### config.mk
export PLATFORM = sky130hd
export DESIGN_NAME = data_cache
export DESIGN_NICKNAME = d
export VERILOG_FILES = /design/src/rtl/data_cache_pkg.sv /design/src/rtl/data_cache.sv
export SDC_FILE = /design/constraint.sdc
export NUM_CORES = 1
export LEC_CHECK = 0
export CELL_PAD_IN_SITES_DETAIL_PLACEMENT = 2
export CELL_PAD_IN_SITES_GLOBAL_PLACEMENT = 2
export CORE_MARGIN = 2
export CORE_UTILIZATION = 37
export CTS_CLUSTER_SIZE = 8
export DETAILED_ROUTE_END_ITERATION = 10
export GPL_TIMING_DRIVEN = 1
export PLACE_DENSITY = 0.81
export SLEW_MARGIN = 20
export SYNTH_ARGS = -nofsm -noshare
export SYNTH_HDL_FRONTEND = slang
export SYNTH_SLANG_ARGS = --single-unit
### constraint.sdc
create_clock -name CLK -period 3.6 [get_ports CLK]
set_clock_uncertainty 0.15 [all_clocks]
set_input_delay 0.72 -clock CLK [delete_from_list [all_inputs] [get_ports CLK]]
set_output_delay 0.72 -clock CLK [all_outputs]
set_load 0.005 [all_outputs]
### src/rtl/data_cache_pkg.sv
// Shared geometry and FSM state encoding for the direct-mapped data cache.
package data_cache_pkg;
  localparam int TAG_W    = 3;
  localparam int INDEX_W  = 3;
  localparam int OFFSET_W = 2;
  localparam int BLOCK_W  = 32;

  typedef enum logic [1:0] {
    IDLE,
    MEM_WB,
    MEM_FETCH,
    UPDATE
  } state_t;
endpackage

### src/rtl/data_cache.sv
// Direct-mapped write-back/write-allocate cache: hits complete with zero stall,
// misses hold BUSYWAIT high through optional write-back, block fetch and one fill cycle.
module data_cache
  import data_cache_pkg::*;
#(
  parameter int NUM_LINES   = 8,
  parameter int BLOCK_BYTES = 4
) (
  input  logic                CLK,
  input  logic                RESET,
  input  logic                READ,
  input  logic                WRITE,
  input  logic [7:0]          ADDRESS,
  input  logic [7:0]          WRITEDATA,
  output logic [7:0]          READDATA,
  output logic                BUSYWAIT,
  output logic                MEM_READ,
  output logic                MEM_WRITE,
  output logic [5:0]          MEM_ADDRESS,
  output logic [BLOCK_W-1:0]  MEM_WRITEDATA,
  input  logic [BLOCK_W-1:0]  MEM_READDATA,
  input  logic                MEM_BUSYWAIT
);
  localparam int OFF_W = $clog2(BLOCK_BYTES);

  logic               valid_q [NUM_LINES];
  logic               dirty_q [NUM_LINES];
  logic [TAG_W-1:0]   tag_q   [NUM_LINES];
  logic [BLOCK_W-1:0] data_q  [NUM_LINES];

  state_t             state_q;
  logic               mem_read_q;
  logic               mem_write_q;
  logic [5:0]         mem_addr_q;
  logic [BLOCK_W-1:0] mem_wdata_q;

  logic [TAG_W-1:0]   tag;
  logic [INDEX_W-1:0] idx;
  logic [OFF_W-1:0]   off;
  logic               req;
  logic               hit;
  logic [BLOCK_W-1:0] hit_block_d;

  assign tag = ADDRESS[7:5];
  assign idx = ADDRESS[4:2];
  assign off = ADDRESS[1:0];
  assign req = READ | WRITE;
  assign hit = valid_q[idx] && (tag_q[idx] == tag);

  // Indexed line with the store byte merged in; committed only on an IDLE write hit.
  always_comb begin
    hit_block_d = data_q[idx];
    hit_block_d[{off, 3'b000} +: 8] = WRITEDATA;
  end

  assign READDATA      = RESET ? 8'h00 : data_q[idx][{off, 3'b000} +: 8];
  assign BUSYWAIT      = !RESET && req && !(state_q == IDLE && hit);
  assign MEM_READ      = mem_read_q;
  assign MEM_WRITE     = mem_write_q;
  assign MEM_ADDRESS   = mem_addr_q;
  assign MEM_WRITEDATA = mem_wdata_q;

  always_ff @(posedge CLK) begin
    if (RESET) begin
      state_q     <= IDLE;
      mem_read_q  <= 1'b0;
      mem_write_q <= 1'b0;
      mem_addr_q  <= '0;
      mem_wdata_q <= '0;
      for (int i = 0; i < NUM_LINES; i++) begin
        valid_q[i] <= 1'b0;
        dirty_q[i] <= 1'b0;
        tag_q[i]   <= '0;
        data_q[i]  <= '0;
      end
    end else begin
      case (state_q)
        IDLE: begin
          if (req) begin
            if (hit) begin
              if (WRITE) begin
                data_q[idx]  <= hit_block_d;
                dirty_q[idx] <= 1'b1;
              end
            end else if (dirty_q[idx]) begin
              state_q     <= MEM_WB;
              mem_write_q <= 1'b1;
              mem_addr_q  <= {tag_q[idx], idx};
              mem_wdata_q <= data_q[idx];
            end else begin
              state_q    <= MEM_FETCH;
              mem_read_q <= 1'b1;
              mem_addr_q <= ADDRESS[7:2];
            end
          end
        end
        MEM_WB: begin
          if (!MEM_BUSYWAIT) begin
            state_q     <= MEM_FETCH;
            mem_write_q <= 1'b0;
            mem_wdata_q <= '0;
            mem_read_q  <= 1'b1;
            mem_addr_q  <= ADDRESS[7:2];
          end
        end
        MEM_FETCH: begin
          if (!MEM_BUSYWAIT) begin
            state_q    <= UPDATE;
            mem_read_q <= 1'b0;
            mem_addr_q <= '0;
          end
        end
        UPDATE: begin
          // Memory keeps the fetched block on MEM_READDATA through this cycle.
          data_q[idx]  <= MEM_READDATA;
          valid_q[idx] <= 1'b1;
          dirty_q[idx] <= 1'b0;
          tag_q[idx]   <= tag;
          state_q      <= IDLE;
        end
        default: state_q <= IDLE;
      endcase
    end
  end
endmodule

==> qor.yml <==
timing:
  fin_crit_sh_pct: 110
  worst_hold_slack_ps: 334
  drv_slew: 0
  setup_viol: 11
  slew_headroom_pct: 34.3
  setup_ws_ps: -358
  rsz0062_at_grt: "yes"
  finalHoldViolCount: 0
  tns_ps: -911
  tightest_slew_ps: 985
  min_period_ps: 3960
  max_freq_ghz: 0.253
power:
  p_leak_nw: 7.61
  peakVddDrop_v: 0.000351
  pwr_density_cell_mw_per_mm2: 533
  finalPower_mw: 11.4
route:
  dr.pass1.iters: 5
  drt_iter0_markers: 2556
  drt_wl_total_um: 90600
  drc: 0
  ant_nets: 0
  num_vias: 15400
  routed_via_density: 6.99
  drt-wirelength-per-cell_um: 41.2
worst_setup_path:
  rr_startpoint: "data_q[0][13]"
  reg2reg_depth: 8
  crit_type: "in -> out"
  r2r_setup_slack_ps: 140
  reg2reg_to: "data_q[0][13]"
  crit_path_max_fanout: 23
  cp-end-kind: "output pin"
  crit_arrival_ps: 3090
  cp_data_required_time_ps: 2730
  critPathLaunch: "ADDRESS[4]"
  critPathLaunchType: "input port"
  endpoint: "READDATA[5]"
finish:
  nets: 1656
  design_area_mm2: 0.0213
  final_cell_mix: "edfxtp_1, a21oi_1, buf_4, clkdlybuf4s50_1, nor2_1"
  nFillCells: 4080
  final_util_pct: 49.7
  syn_to_final_growth_pct: 32.5
  layout_commonest_cell: "edfxtp_1"
  drive_gt1_share_pct: 27.7
  stdcell_count: 2198
synthesis:
  synth_seq_cells: 338
  synth_top_cells_by_area: "edfxtp_1, a21oi_1, dfxtp_1, mux4_2, mux2i_1"
  synth_top_cell_area_share_pct: 53.7
  syn_nets: 1385
  synth_edf_count: 288
  synth_cell_types: 63
  yosys.area.top_type: "edfxtp_1"
  async_reset_ff_share_pct: 0
  ys_warn_count: 0
  synth_area_per_cell_um2: 12.2
  syn_inst: 1321
  yosys_most_used_dff: "edfxtp_1"
  ys_seq_area_share_pct: 59.9
  netlist_area_mm2: 0.0161
global_routing:
  grt_max_degree: 80
  globalRouteOverflowTotal: 0
  grt_pass1_vias: 15800
  antenna_found_initial: 4
  grt_first_pass_wirelength_um: 124000
  track_usage_pct: 39.5
min_path:
  hold_class: "reg -> reg"
  hold-path-cell-count: 2
placed_design:
  post-place-ws_ps: -590
  gp_congestion: 0.927
  port_buffers: 101
  dp_hpwl_um: 50900
  dpl_cell_area_mm2: 0.0194
  dp.cells: 2112
clocking:
  clockRootBuffer: "clkbuf_16"
  clk_pin_slew_ps: 60
  cts_tree: "done"
  cts_made_buffers: 48
  clock_latency_ps: 630
  clk_path_buf_depth: 3
  cts.sinks: 338
  htreeDepth: 2
job:
  cap_violations: 0
floorplan:
  ioPinCount: 102
  die_y_um: 213
  die-width_um: 213
  core_area_mm2: 0.0430
  dieArea_mm2: 0.0452
  rows: 76
  start_util_pct: 37.5
outcome:
  failed_checks: "negative setup slack"
  status: "complete, but fails checks"
-- registers in the layout, summed over array words and instances, names as in the netlist --
signal         cells
MEM_ADDRESS        6
tag_q             24
valid_q            8
MEM_WRITEDATA     32
data_q           256
MEM_READ           1
state_q            2
dirty_q            8
MEM_WRITE          1
-- critical path: stages --
cell	delay [ps]
buf_16	180
buf_4	180
clkinvlp_4	240
buf_6	240
a221oi_2	520
o211ai_1	270
nor2_1	180
or3_1	160
a21oi_2	70
dlygate4sd2_1	290
-- cell type report --
cell class | instances | area [um2] | share of cell area (%)
antenna | 2 | 5.00 | 0.0234
clock buffer | 65 | 1260 | 5.93
clock inverter | 4 | 53.8 | 0.252
inverter | 48 | 184 | 0.862
multi-input combinational | 817 | 6070 | 28.4
sequential | 338 | 9650 | 45.2
tap | 585 | 732 | 3.43
timing repair buffer | 339 | 3380 | 15.8
-- worst min path at each step --
stage | from | to
after detailed placement | valid_q[1] | valid_q[1]
after global placement | valid_q[4] | valid_q[4]
after global routing | valid_q[3] | valid_q[3]
final | MEM_WRITEDATA[22] | MEM_WRITEDATA[22]
after floorplan | valid_q[1] | valid_q[1]
after CTS | valid_q[6] | valid_q[6]
-- power breakdown --
group          internal (mW)  switching [mW]  total (mW)  leakage [nW]
registers               4.47           0.141        4.61          3.38
clock network           2.43            1.94        4.37         0.637
logic                  0.915            1.47        2.39          3.59
-- what timing repair did --
action                     CTS  global route
hold endpoints to repair     0             0
cloned                       1             0
pin swaps                   16             7
setup buffers               14             0
setup endpoints to repair   10            20
hold buffers                 0             0
resized for setup          104            27
-- cells by family (layout without fill, tap and decap cells) --
| group | count (synthesis) | in the layout | share of synthesized area, % |
|---|---|---|---|
| AND/OR/NAND/NOR | 225 | 225 | 7.23 |
| AO/OA/AOI/OAI | 477 | 477 | 18.1 |
| multiplexers | 104 | 104 | 8.94 |
| buffers and inverters | 166 | 456 | 4.96 |
| flip-flops | 338 | 338 | 59.9 |
| adder cells (fa/ha/maj) | 11 | 11 | 0.854 |
| other | 0 | 2 | 0 |
-- metal layers --
layer  up-vias  global-route usage, %  wire length, um
met2      1497                   61.2            40100
met5         -                      0              118
met1      7720                   48.3            31900
met4         6                   24.9             6850
li1       5644                      -                -
met3       488                   11.8            11700
-- synth_stat cells (7+ instances only) --
cell type    n
dfxtp_1     50
mux2_2      19
a22o_1      10
mux2i_1     55
or3b_2      10
nor2b_1     11
a221oi_1    24
o21ai_0     13
o22ai_1     10
buf_6       13
a221o_1     10
o211ai_1    27
nor2_1      60
edfxtp_1   288
nand2b_1    35
nand2_1     40
a22oi_1      7
a21oi_1    272
mux4_2      30
ha_1        11
nor3_1      10
inv_1       43
or3_1        7
o2bb2ai_1    7
nand3_1     23
o32ai_1     26
clkbuf_1    63
o21ai_1     33
buf_2       32
Note: power is estimated with default switching activity, not from simulation.
